## src/rtl/fifo_pkg.sv

```systemverilog
`default_nettype none
// ============================================================================
// Module   : fifo_pkg
// Purpose  : Shared types and helpers for the FIR async FIFO write front end:
//            Gray-to-binary conversion, pointer width and skid-count encodings.
// Revision : 1.0  initial release
// ============================================================================
package fifo_pkg;

  // Widest pointer the Gray converter handles; narrower pointers are
  // zero-extended on the way in and cast back down on the way out.
  localparam int c_GRAY_MAX_W = 32;

  // Pointers carry one extra wrap bit above the address.
  function automatic int ptr_width(input int addr_size);
    return addr_size + 1;
  endfunction

  // Skid buffer occupancy.
  typedef enum logic [1:0] {
    CNT_EMPTY = 2'd0,
    CNT_ONE   = 2'd1,
    CNT_TWO   = 2'd2
  } skid_cnt_e;

  // Gray to binary: each binary bit is the XOR of all Gray bits at or above
  // it. Leading zeros from zero-extension leave the result unchanged.
  function automatic logic [c_GRAY_MAX_W-1:0] gray2bin(input logic [c_GRAY_MAX_W-1:0] gray);
    logic [c_GRAY_MAX_W-1:0] bin;
    bin[c_GRAY_MAX_W-1] = gray[c_GRAY_MAX_W-1];
    for (int i = c_GRAY_MAX_W - 2; i >= 0; i--) begin
      bin[i] = bin[i+1] ^ gray[i];
    end
    return bin;
  endfunction

endpackage
`default_nettype wire

```

## src/rtl/fifo_skid_buf.sv

```systemverilog
`default_nettype none
// ============================================================================
// Module   : fifo_skid_buf
// Purpose  : Two-entry FIFO-ordered skid buffer between the producer
//            handshake and the FIFO write strobe. Ready is registered.
// Revision : 1.0  initial release
// ============================================================================
module fifo_skid_buf
  import fifo_pkg::*;
#(
  parameter int DATA_WIDTH = 16
) (
  input  logic                  i_clk,
  input  logic                  i_rst_n,
  input  logic [DATA_WIDTH-1:0] i_data,
  input  logic                  i_valid,
  output logic                  o_ready,
  input  logic                  i_full,
  output logic                  o_pop,
  output logic [DATA_WIDTH-1:0] o_data
);

  skid_cnt_e             r_cnt;
  skid_cnt_e             w_cnt_nxt;
  logic                  r_ready;
  logic                  r_head;
  logic [DATA_WIDTH-1:0] r_mem [2];
  logic                  w_accept;
  logic                  w_pop;
  logic                  w_tail;

  assign w_accept = i_valid & r_ready;
  // Pop gating mirrors the write-pointer stage so each strobe moves it once.
  assign w_pop    = (r_cnt != CNT_EMPTY) & ~i_full;
  // Tail slot is head+count; count is never 2 when an accept happens.
  assign w_tail   = r_head ^ (r_cnt == CNT_ONE);

  // Next occupancy from accept/pop; simultaneous accept and pop holds count.
  always_comb begin
    w_cnt_nxt = r_cnt;
    case (r_cnt)
      CNT_EMPTY: if (w_accept) w_cnt_nxt = CNT_ONE;
      CNT_ONE: begin
        if (w_accept && !w_pop)      w_cnt_nxt = CNT_TWO;
        else if (!w_accept && w_pop) w_cnt_nxt = CNT_EMPTY;
      end
      CNT_TWO:   if (w_pop) w_cnt_nxt = CNT_ONE;
      default:   w_cnt_nxt = CNT_EMPTY;
    endcase
  end

  // Occupancy, registered ready and head pointer.
  always_ff @(posedge i_clk or negedge i_rst_n) begin
    if (!i_rst_n) begin
      r_cnt   <= CNT_EMPTY;
      r_ready <= 1'b0;
      r_head  <= 1'b0;
    end else begin
      r_cnt   <= w_cnt_nxt;
      r_ready <= (w_cnt_nxt != CNT_TWO);
      r_head  <= r_head ^ w_pop;
    end
  end

  // Sample storage; an accepted sample lands in the tail slot.
  always_ff @(posedge i_clk or negedge i_rst_n) begin
    if (!i_rst_n) begin
      for (int i = 0; i < 2; i++) r_mem[i] <= '0;
    end else if (w_accept) begin
      r_mem[w_tail] <= i_data;
    end
  end

  assign o_ready = r_ready;
  assign o_pop   = w_pop;
  assign o_data  = r_mem[r_head];

endmodule
`default_nettype wire

```

## src/rtl/fifo_wr_frontend.sv

```systemverilog
`default_nettype none
// ============================================================================
// Module   : fifo_wr_frontend
// Purpose  : Write-side front end of the FIR async FIFO: producer handshake
//            via skid buffer, gated write strobe, fill level, almost-full and
//            optional producer stall counter.
// Options  : FIFO_WR_STALL_CNT_EN builds the saturating stall counter;
//            otherwise o_stall_cnt is tied to zero.
// Revision : 1.0  initial release
// ============================================================================
module fifo_wr_frontend
  import fifo_pkg::*;
#(
  parameter int DATA_WIDTH   = 16,
  parameter int ADDR_SIZE    = 4,
  parameter int AFULL_THRESH = 12
) (
  input  logic                  i_wr_clk,
  input  logic                  i_wrrst_n,
  input  logic [DATA_WIDTH-1:0] i_s_data,
  input  logic                  i_s_valid,
  output logic                  o_s_ready,
  output logic                  o_wr_inc,
  output logic [DATA_WIDTH-1:0] o_wr_data,
  input  logic                  i_wr_full,
  input  logic [ADDR_SIZE:0]    i_gray_wrptr,
  input  logic [ADDR_SIZE:0]    i_gray_q2_rdptr,
  output logic [ADDR_SIZE:0]    o_wr_level,
  output logic                  o_almost_full,
  output logic [15:0]           o_stall_cnt
);

  localparam int                 c_PTR_W        = ptr_width(ADDR_SIZE);
  localparam logic [c_PTR_W-1:0] c_AFULL_THRESH = c_PTR_W'(AFULL_THRESH);

  logic               w_ready;
  logic [c_PTR_W-1:0] w_wbin;
  logic [c_PTR_W-1:0] w_rbin;
  logic [c_PTR_W-1:0] w_level;
  logic [c_PTR_W-1:0] r_level;
  logic               r_almost_full;

  fifo_skid_buf #(
    .DATA_WIDTH (DATA_WIDTH)
  ) u_skid (
    .i_clk   (i_wr_clk),
    .i_rst_n (i_wrrst_n),
    .i_data  (i_s_data),
    .i_valid (i_s_valid),
    .o_ready (w_ready),
    .i_full  (i_wr_full),
    .o_pop   (o_wr_inc),
    .o_data  (o_wr_data)
  );

  assign o_s_ready = w_ready;

  // Modulo subtraction of the binary pointers absorbs wrap-around; the
  // synchronised read pointer lags, so the level can only be overstated.
  assign w_wbin  = c_PTR_W'(gray2bin(c_GRAY_MAX_W'(i_gray_wrptr)));
  assign w_rbin  = c_PTR_W'(gray2bin(c_GRAY_MAX_W'(i_gray_q2_rdptr)));
  assign w_level = w_wbin - w_rbin;

  // Register fill level and almost-full from the current pointers.
  always_ff @(posedge i_wr_clk or negedge i_wrrst_n) begin
    if (!i_wrrst_n) begin
      r_level       <= '0;
      r_almost_full <= 1'b0;
    end else begin
      r_level       <= w_level;
      r_almost_full <= (w_level >= c_AFULL_THRESH);
    end
  end

  assign o_wr_level    = r_level;
  assign o_almost_full = r_almost_full;

`ifdef FIFO_WR_STALL_CNT_EN
  logic [15:0] r_stall_cnt;

  // Count cycles the producer is held off; saturate rather than wrap.
  always_ff @(posedge i_wr_clk or negedge i_wrrst_n) begin
    if (!i_wrrst_n) begin
      r_stall_cnt <= 16'd0;
    end else if (i_s_valid && !w_ready && (r_stall_cnt != 16'hFFFF)) begin
      r_stall_cnt <= r_stall_cnt + 16'd1;
    end
  end

  assign o_stall_cnt = r_stall_cnt;
`else
  assign o_stall_cnt = 16'd0;
`endif

endmodule
`default_nettype wire

```

## config.mk

```make
export PLATFORM = sky130hd
export DESIGN_NAME = fifo_wr_frontend
export DESIGN_NICKNAME = d
export VERILOG_FILES = /design/src/rtl/fifo_pkg.sv /design/src/rtl/fifo_skid_buf.sv /design/src/rtl/fifo_wr_frontend.sv
export SDC_FILE = /design/constraint.sdc
export NUM_CORES = 1
export LEC_CHECK = 0
export ABC_CLOCK_PERIOD_IN_PS = 1550
export CAP_MARGIN = 20
export CORE_MARGIN = 2
export CORE_UTILIZATION = 45
export DETAILED_ROUTE_END_ITERATION = 10
export GPL_TIMING_DRIVEN = 1
export PLACE_DENSITY_LB_ADDON = 0.1
export RECOVER_POWER = 100
export SYNTH_ARGS = -nofsm -noshare
export SYNTH_HDL_FRONTEND = slang
export SYNTH_HIERARCHICAL = 1
export SYNTH_SLANG_ARGS = --single-unit
```

## constraint.sdc

```tcl
create_clock -name i_wr_clk -period 1.55 [get_ports i_wr_clk]
set_input_delay 0.31 -clock i_wr_clk [delete_from_list [all_inputs] [get_ports i_wr_clk]]
set_output_delay 0.31 -clock i_wr_clk [all_outputs]
set_load 0.01 [all_outputs]
```

==> impl_results.md, run 1 <==
* Largest net degree at the start of global routing at 43
* Syn. warnings at 6
* Hpwl dp at 5660 microns
* Die height at 93.5 microns
* Initial core utilization at 46.7%
* Worst Setup Path Type: in -> reg
* Fmax at 0.436 GHz
* Dominant synthesized flop cell: dfrtp_1
* Area delta synth->final at 37.5%
* Measured slew at the worst slew-check pin at 0.601 ns
* Share of cells above drive strength 1 at 37.8%
* Placer congestion estimate at 0.717
* Crit Path Max Fanout at 2
* Top-count cell post-synth: nand2_1
* R2R depth at 9
* TritonCTS clock tree: built
* Post-synth EDFFs at 0
* WL/cell at 16.3 microns
* Antenna Cells at 0
* Async SR Flop Fraction at 100%
* Cell mode on critical path: xor2_2
* Top cells by count, synth: nand2_1, dfrtp_1, and4b_1, nand3_1, a221oi_2
* Total grt overflow at 0
* RSZ-0062 raised after global routing: true
* Status: finished, violations left
* WL met3 at 333 microns
* Failing checks: negative setup slack
* Non-filler instance count after layout at 570
* CP bufs+invs at 2
* Vias in the first global route at 3111
* Synth cell types at 37
* Routed vias at 3230
* Die Footprint at 8750 sq um
* Cells after DPL at 536
* Metal2 WL at 4710 microns
* Worst Hold End: u_skid/r_mem[12]
* Slew Limit Fails at 0
* Crit end category: flop
* IO Pins at 70
* Post-synthesis cell area at 3610 sq um
* Pwr/cell area at 2080 nW/um^2
* Max Clock Skew at 0.00709 ns
* DRT Pass-1 Iters at 4
* Drt first-iter violations at 113
* RR Endpoint: u_skid/r_mem[1]
* H-tree depth at 2
* Fin crit period at 2.30 ns
* Hold Vio Cnt, Final at 0
* Hold_sp: u_skid/r_mem[12]
* CTS Root Cell: clkbuf_8
* Reg clk slew, reported paths at 0.08 ns
* DR vias/cell at 5.67
* Pleak at 2.15 nW
* # DRC at 0
* Hold depth at 2
* First-pass GRT wire length at 15300 microns
* Core Box Area at 7730 sq um
* Syn Area/Cell at 9.49 sq um
* Wl on met1 at 4130 microns
* Final nets at 502
* Setup-failing EPs final at 29
* Slowest stage delay, CP at 0.33 ns
* FF-to-FF Start: u_skid/r_head
* Post-place setup slack at -1.49 ns
* Yosys top cell area share at 29.1%
* Worst EP arrival at 2.47 ns
* Cell area after layout at 4960 sq um
* Maxcap violations at 0
* TritonCTS Buffers at 5
* Filler cells at 638
* CP startpoint kind: primary input
* Delay-heaviest family, CP: XOR/XNOR gates
* Antenna viol nets, final at 0
* Sequential share of the synthesized area at 29.1%
* CTS max path bufs at 2
* Largest area contributor in the netlist: dfrtp_1
* Max transition margin at 59.9%
* Post-synthesis register bit count at 42
* Clk_lat worst skew at 0.30 ns
* Peak VDD IR at 0.846 mV
* Cell area after placement at 4410 sq um
* Largest cells by area after synthesis: dfrtp_1, a221oi_2, and4b_1
* Slowest stage cell, crit path: fa_2
* Die W at 93.5 microns
* Final WS setup at -0.746 ns
* Top Metal Used: met4
* Final WL at 9270 microns
* Total Routing Usage GR at 21.8%
* Num rows at 32
* Final worst-path cycle share at 148%
* Reg2Reg Setup Slack at -0.19 ns
* IO Port Bufs at 53
* CTS sink cnt at 42
* Synth Instances at 380
* Hold Path Class: reg -> reg
* Crit-path cells: buf_8, xor2_4, xor2_2, xor2_2, xnor2_1, ha_2, inv_2, fa_2, a21o_1, a21oi_2, xnor2_2, a311o_1
* Initial antenna violation count at 0
* WP data required at 1.73 ns
## final cells by class
class / count / area, sq um / area share (%)
multi-input cells: 295 / 2460 / 49.5
repair buffers: 120 / 1220 / 24.6
inverters: 3 / 11.3 / 0.227
well taps: 102 / 128 / 2.57
clock buffers: 7 / 86.3 / 1.74
clock inverters: 1 / 5.00 / 0.101
flip-flops and latches: 42 / 1050 / 21.2
## cell families (layout without fill, tap and decap cells)
kind of cell / Yosys count / after routing / synth area share (%)
AO/OA/AOI/OAI: 40 / 40 / 13.4
XOR/XNOR: 16 / 16 / 4.72
adder cells (fa/ha/maj): 5 / 5 / 1.94
buffers and inverters: 58 / 131 / 9.43
flip-flops: 42 / 42 / 29.1
multiplexers: 16 / 16 / 4.99
other: 1 / 16 / 0.104
AND/OR/NAND/NOR: 202 / 202 / 36.2
## worst max path at each step
stage	slack, ns	depth (start not counted)	to	from
global placement	-1.43	12	o_almost_full	i_gray_q2_rdptr[4]
floorplan	-0.95	11	o_almost_full	i_gray_q2_rdptr[3]
finish	-0.75	12	o_almost_full	i_gray_wrptr[3]
global route	-0.87	12	o_almost_full	i_gray_q2_rdptr[3]
CTS	-0.78	12	o_almost_full	i_gray_wrptr[4]
detailed placement	-1.49	12	o_almost_full	i_gray_q2_rdptr[4]
## per-stage QoR
stage | hold WS, ns | util [%] | power (mW) | setup TNS, ns
after detailed placement | 0.311 | 57.0 | 8.25 | -11.91
after floorplan | 0.0144 | - | 6.15 | -2.82
final | 0.554 | 64.2 | 10.3 | -6.56
after global routing | 0.585 | 64.2 | 11.0 | -8.36
after global placement | 0.308 | 57.0 | 8.10 | -11.33
after CTS | 0.514 | 63.6 | 10.2 | -7.42
## registers in the layout, summed over array words and instances, names as in the netlist
signal and cells:
u_skid/r_cnt 2, u_skid/o_ready 1, o_wr_level 5, u_skid/r_head 1, u_skid/r_mem 32, o_almost_full 1
## routing by layer
layer	vias to the layer above	track usage (%)
met5	-	0
met1	1606	28.5
met2	74	38.4
met3	6	2.98
met4	0	4.71
li1	1544	-
## worst min-delay path, delay by kind of cell (launching register included)
family | cells | cell delay (ns)
flip-flops | 1 | 0.39
AO/OA/AOI/OAI | 1 | 0.08
AND/OR/NAND/NOR | 1 | 0.06
## report_power, final
part	total, mW	internal [mW]	leakage (nW)	switching, mW
logic	7.34	4.17	1.61	3.17
registers	2.21	1.67	0.485	0.537
clock network	0.753	0.360	0.0482	0.393
total	10.3	6.20	2.15	4.10
## placed cells by master (no fill, tap or decap), types with 2 or more instances in the layout
cell             count
a21o_1               2
a21oi_2              2
a221oi_2            32
and2_1              11
and2_4               6
and4_1              16
and4b_1             32
and4bb_2            10
buf_12               4
buf_2                2
buf_4               38
buf_6               33
buf_8                7
clkbuf_4             2
clkbuf_8             6
clkdlybuf4s50_1     28
conb_1              16
dfrtp_1             41
dlygate4sd2_1        3
ha_1                 3
inv_2                2
mux2_2               3
mux2_4              13
nand2_1             66
nand3_1             32
nor2_2               2
nor2b_1             16
nor4bb_1             6
xnor2_1              6
xnor2_2              2
xor2_1               2
xor2_2               4
## what timing repair did
item	CTS	global route
resized for setup	138	37
setup buffers	28	5
endpoints found under the hold margin	42	0
pin swaps	30	26
hold buffers	1	0
setup endpoints to repair	24	55
gates cloned	2	0
Note: power is estimated with default switching activity, not from simulation.
==> run 2, diff against run 1 <==
--- a/config.mk
+++ b/config.mk
@@ -7,8 +7,9 @@
 export LEC_CHECK = 0
 export ABC_CLOCK_PERIOD_IN_PS = 1550
 export CAP_MARGIN = 20
+export CORE_ASPECT_RATIO = 0.9
 export CORE_MARGIN = 2
-export CORE_UTILIZATION = 45
+export CORE_UTILIZATION = 53
 export DETAILED_ROUTE_END_ITERATION = 10
 export GPL_TIMING_DRIVEN = 1
 export PLACE_DENSITY_LB_ADDON = 0.1
==> impl_results.md, run 2 (synthesis gave the netlist of run 1 again) <==
* GR peak layer: met2 (unchanged)
* Reg clk slew, reported paths at 0.08 ns (about the same)
* Peak VDD IR at 1.14 mV (was 0.846 mV)
* IO Pins at 70 (unchanged)
* Die Footprint at 7480 sq um (was 8750 sq um)
* Hpwl dp at 5630 microns (was 5660 microns)
* Num rows at 28 (was 32)
* RSZ-0062 raised after global routing: true (unchanged)
* Met1 Track Usage GR at 32.0% (was 28.5%)
* TritonCTS Buffers at 5 (unchanged)
* TritonCTS clock tree: built (unchanged)
* Antenna viol nets, final at 0 (unchanged)
* FF-to-FF Start: u_skid/r_head (unchanged)
* Power Total at 10.6 mW (was 10.3 mW)
* Largest net degree at the start of global routing at 43 (unchanged)
* Placer congestion estimate at 0.793 (was 0.717)
* Initial antenna violation count at 0 (unchanged)
* Final WS setup at -0.734 ns (was -0.746 ns)
* Hold Vio Cnt, Final at 0 (unchanged)
* Failing checks: negative setup slack (unchanged)
* Pleak at 2.20 nW (was 2.15 nW)
* Max Clock Skew at 0.00977 ns (was 0.00709 ns)
* Hold Path Class: reg -> reg (unchanged)
* Total Routing Usage GR at 25.7% (was 21.8%)
* Most common cell after layout, fill and taps aside: nand2_1 (unchanged)
* Core Box Area at 6590 sq um (was 7730 sq um)
* # DRC at 0 (unchanged)
* DR vias/cell at 5.91 (was 5.67)
* Reg2Reg Setup Slack at -0.13 ns (was -0.19 ns)
* Post-place setup slack at -1.54 ns (was -1.49 ns)
* Measured slew at the worst slew-check pin at 0.633 ns (was 0.601 ns)
* Antenna Cells at 0 (unchanged)
* CTS Root Cell: clkbuf_8 (unchanged)
* Final nets at 513 (was 502)
* Pwr/cell area at 2090 nW/um^2 (was 2080 nW/um^2)
* Maxcap violations at 0 (unchanged)
* Reg with most FFs: u_skid/r_mem (unchanged)
* Initial core utilization at 54.8% (was 46.7%)
* Critical Path End: o_almost_full (unchanged)
* Cells after DPL at 528 (was 536)
* Crit end category: flop (unchanged)
* WL/cell at 17.0 microns (was 16.3 microns)
* Setup-failing EPs final at 37 (was 29)
* Fin crit period at 2.28 ns (was 2.30 ns)
* Share of cells above drive strength 1 at 39.2% (was 37.8%)
* CP startpoint: i_gray_q2_rdptr[1] (was i_gray_wrptr[3])
* NetSw at 4.25 mW (was 4.10 mW)
* Grt met3 use at 4.26% (was 2.98%)
* WP data required at 1.74 ns (was 1.73 ns)
* First-pass GRT wire length at 15500 microns (was 15300 microns)
* Vias in the first global route at 3210 (was 3111)
* RR Endpoint: u_skid/r_mem[8] (was u_skid/r_mem[1])
* Seq pwr share at 21.1% (was 21.4%)
* Worst Setup Path Type: in -> reg (unchanged)
* CTS max path bufs at 2 (unchanged)
* Filler cells at 469 (was 638)
* Drt first-iter violations at 145 (was 113)
* Die W at 91.0 microns (was 93.5 microns)
* Switch share at 40.2% (was 39.8%)
* IO Port Bufs at 53 (unchanged)
* Final worst-path cycle share at 147% (was 148%)
* Comb pwr share at 71.5% (was 71.3%)
* Fmax at 0.438 GHz (was 0.436 GHz)
* DRT Pass-1 Iters at 5 (was 4)
* Routed vias at 3365 (was 3230)
* Total grt overflow at 0 (unchanged)
* Die height at 82.3 microns (was 93.5 microns)
* R2R depth at 7 (was 9)
* CTS sink cnt at 42 (unchanged)
* Status: finished, violations left (unchanged)
* Most frequent cells in the layout: nand2_1, buf_6, dfrtp_1 (was nand2_1, dfrtp_1, buf_4)
* H-tree depth at 2 (unchanged)
* Clock power frac at 7.5% (was 7.3%)
* Non-filler instance count after layout at 569 (was 570)
* Max FFs per register at 32 (unchanged)
* Area delta synth->final at 40.2% (was 37.5%)
* Slew Limit Fails at 0 (unchanged)
* Max transition margin at 57.8% (was 59.9%)
* Met2 GRT Util at 45.2% (was 38.4%)
* Clk_lat worst skew at 0.31 ns (was 0.30 ns)
* Crit Path Max Fanout at 2 (unchanged)
* CP startpoint kind: primary input (unchanged)
* Final WL at 9690 microns (was 9270 microns)
* Pint at 6.33 mW (was 6.20 mW)
* Worst EP arrival at 2.47 ns (about the same)
* Post-layout util at 76.8% (was 64.2%)
-- run 2: changes by cell type in the layout (fill, tap and decap cells not counted), sizes merged --
| cell | before | now |
|---|---|---|
| buf | 85 | 94 |
| clkbuf | 9 | 10 |
| clkinvlp | 0 | 1 |
-- run 2: worst min-delay path by stage --
stage,to,cells past startpoint,from,slack (ns)
2_1_floorplan,o_almost_full,0,i_wrrst_n,0.01
3_3_place_gp,u_skid/r_mem[14],2,i_wrrst_n,0.31
3_5_place_dp,u_skid/r_mem[14],2,i_wrrst_n,0.31
4_1_cts,u_skid/r_head,3,i_wrrst_n,0.51
5_1_grt,u_skid/r_mem[2],2,u_skid/r_mem[2],0.58
6_report,u_skid/r_mem[4],2,u_skid/r_mem[4],0.56
-- run 2: power by group through the flow --
| stage | combinational [mW] | sequential [mW] | clock (mW) |
|---|---|---|---|
| 2_1_floorplan | 4.06 | 2.09 | 0 |
| 3_3_place_gp | 5.94 | 2.15 | 0 |
| 3_5_place_dp | 6.05 | 2.19 | 0 |
| 4_1_cts | 7.37 | 2.19 | 0.801 |
| 5_1_grt | 8.13 | 2.30 | 0.843 |
| 6_report | 7.56 | 2.23 | 0.791 |
-- run 2: layer usage --
layer / wire [microns] / vias up
met5: 0 / -
met4: 150 / 0
met3: 467 / 18
met2: 4840 / 106
met1: 4230 / 1675
li1: - / 1566
-- run 2: repair_timing --
item | CTS | global route
pin swaps | 36 | 38
resized for setup | 158 | 35
gates cloned | 2 | 2
hold endpoints to repair | 42 | 0
hold buffers | 1 | 0
endpoints found under the setup margin | 24 | 51
setup buffers | 26 | 18
-- run 2: final cells by class --
cell class	count	area (sq um)	area share, %
Clock buffer	6	82.6	1.63
Clock inverter	2	12.5	0.247
Inverter	3	11.3	0.223
Multi-Input combinational cell	295	2470	48.9
Sequential cell	42	1050	20.8
Tap cell	90	113	2.23
Timing Repair Buffer	131	1320	26.0
-- run 2: per-stage QoR --
stage	setup TNS [ns]	hold WS [ns]	cell area (sq um)
after CTS	-8.11	0.506	4980
after floorplan	-2.82	0.0144	3690
after global placement	-10.47	0.306	4410
final	-6.92	0.556	5060
after global routing	-9.05	0.585	5060
after detailed placement	-11.81	0.311	4410
-- run 2: worst max-delay path, stage by stage --
cell,delay (ns)
clkdlybuf4s50_1,0.51
xor2_2,0.19
xnor2_1,0.14
ha_2,0.20
inv_2,0.04
fa_2,0.33
a21o_1,0.18
a21oi_2,0.18
xnor2_2,0.10
a311o_1,0.28
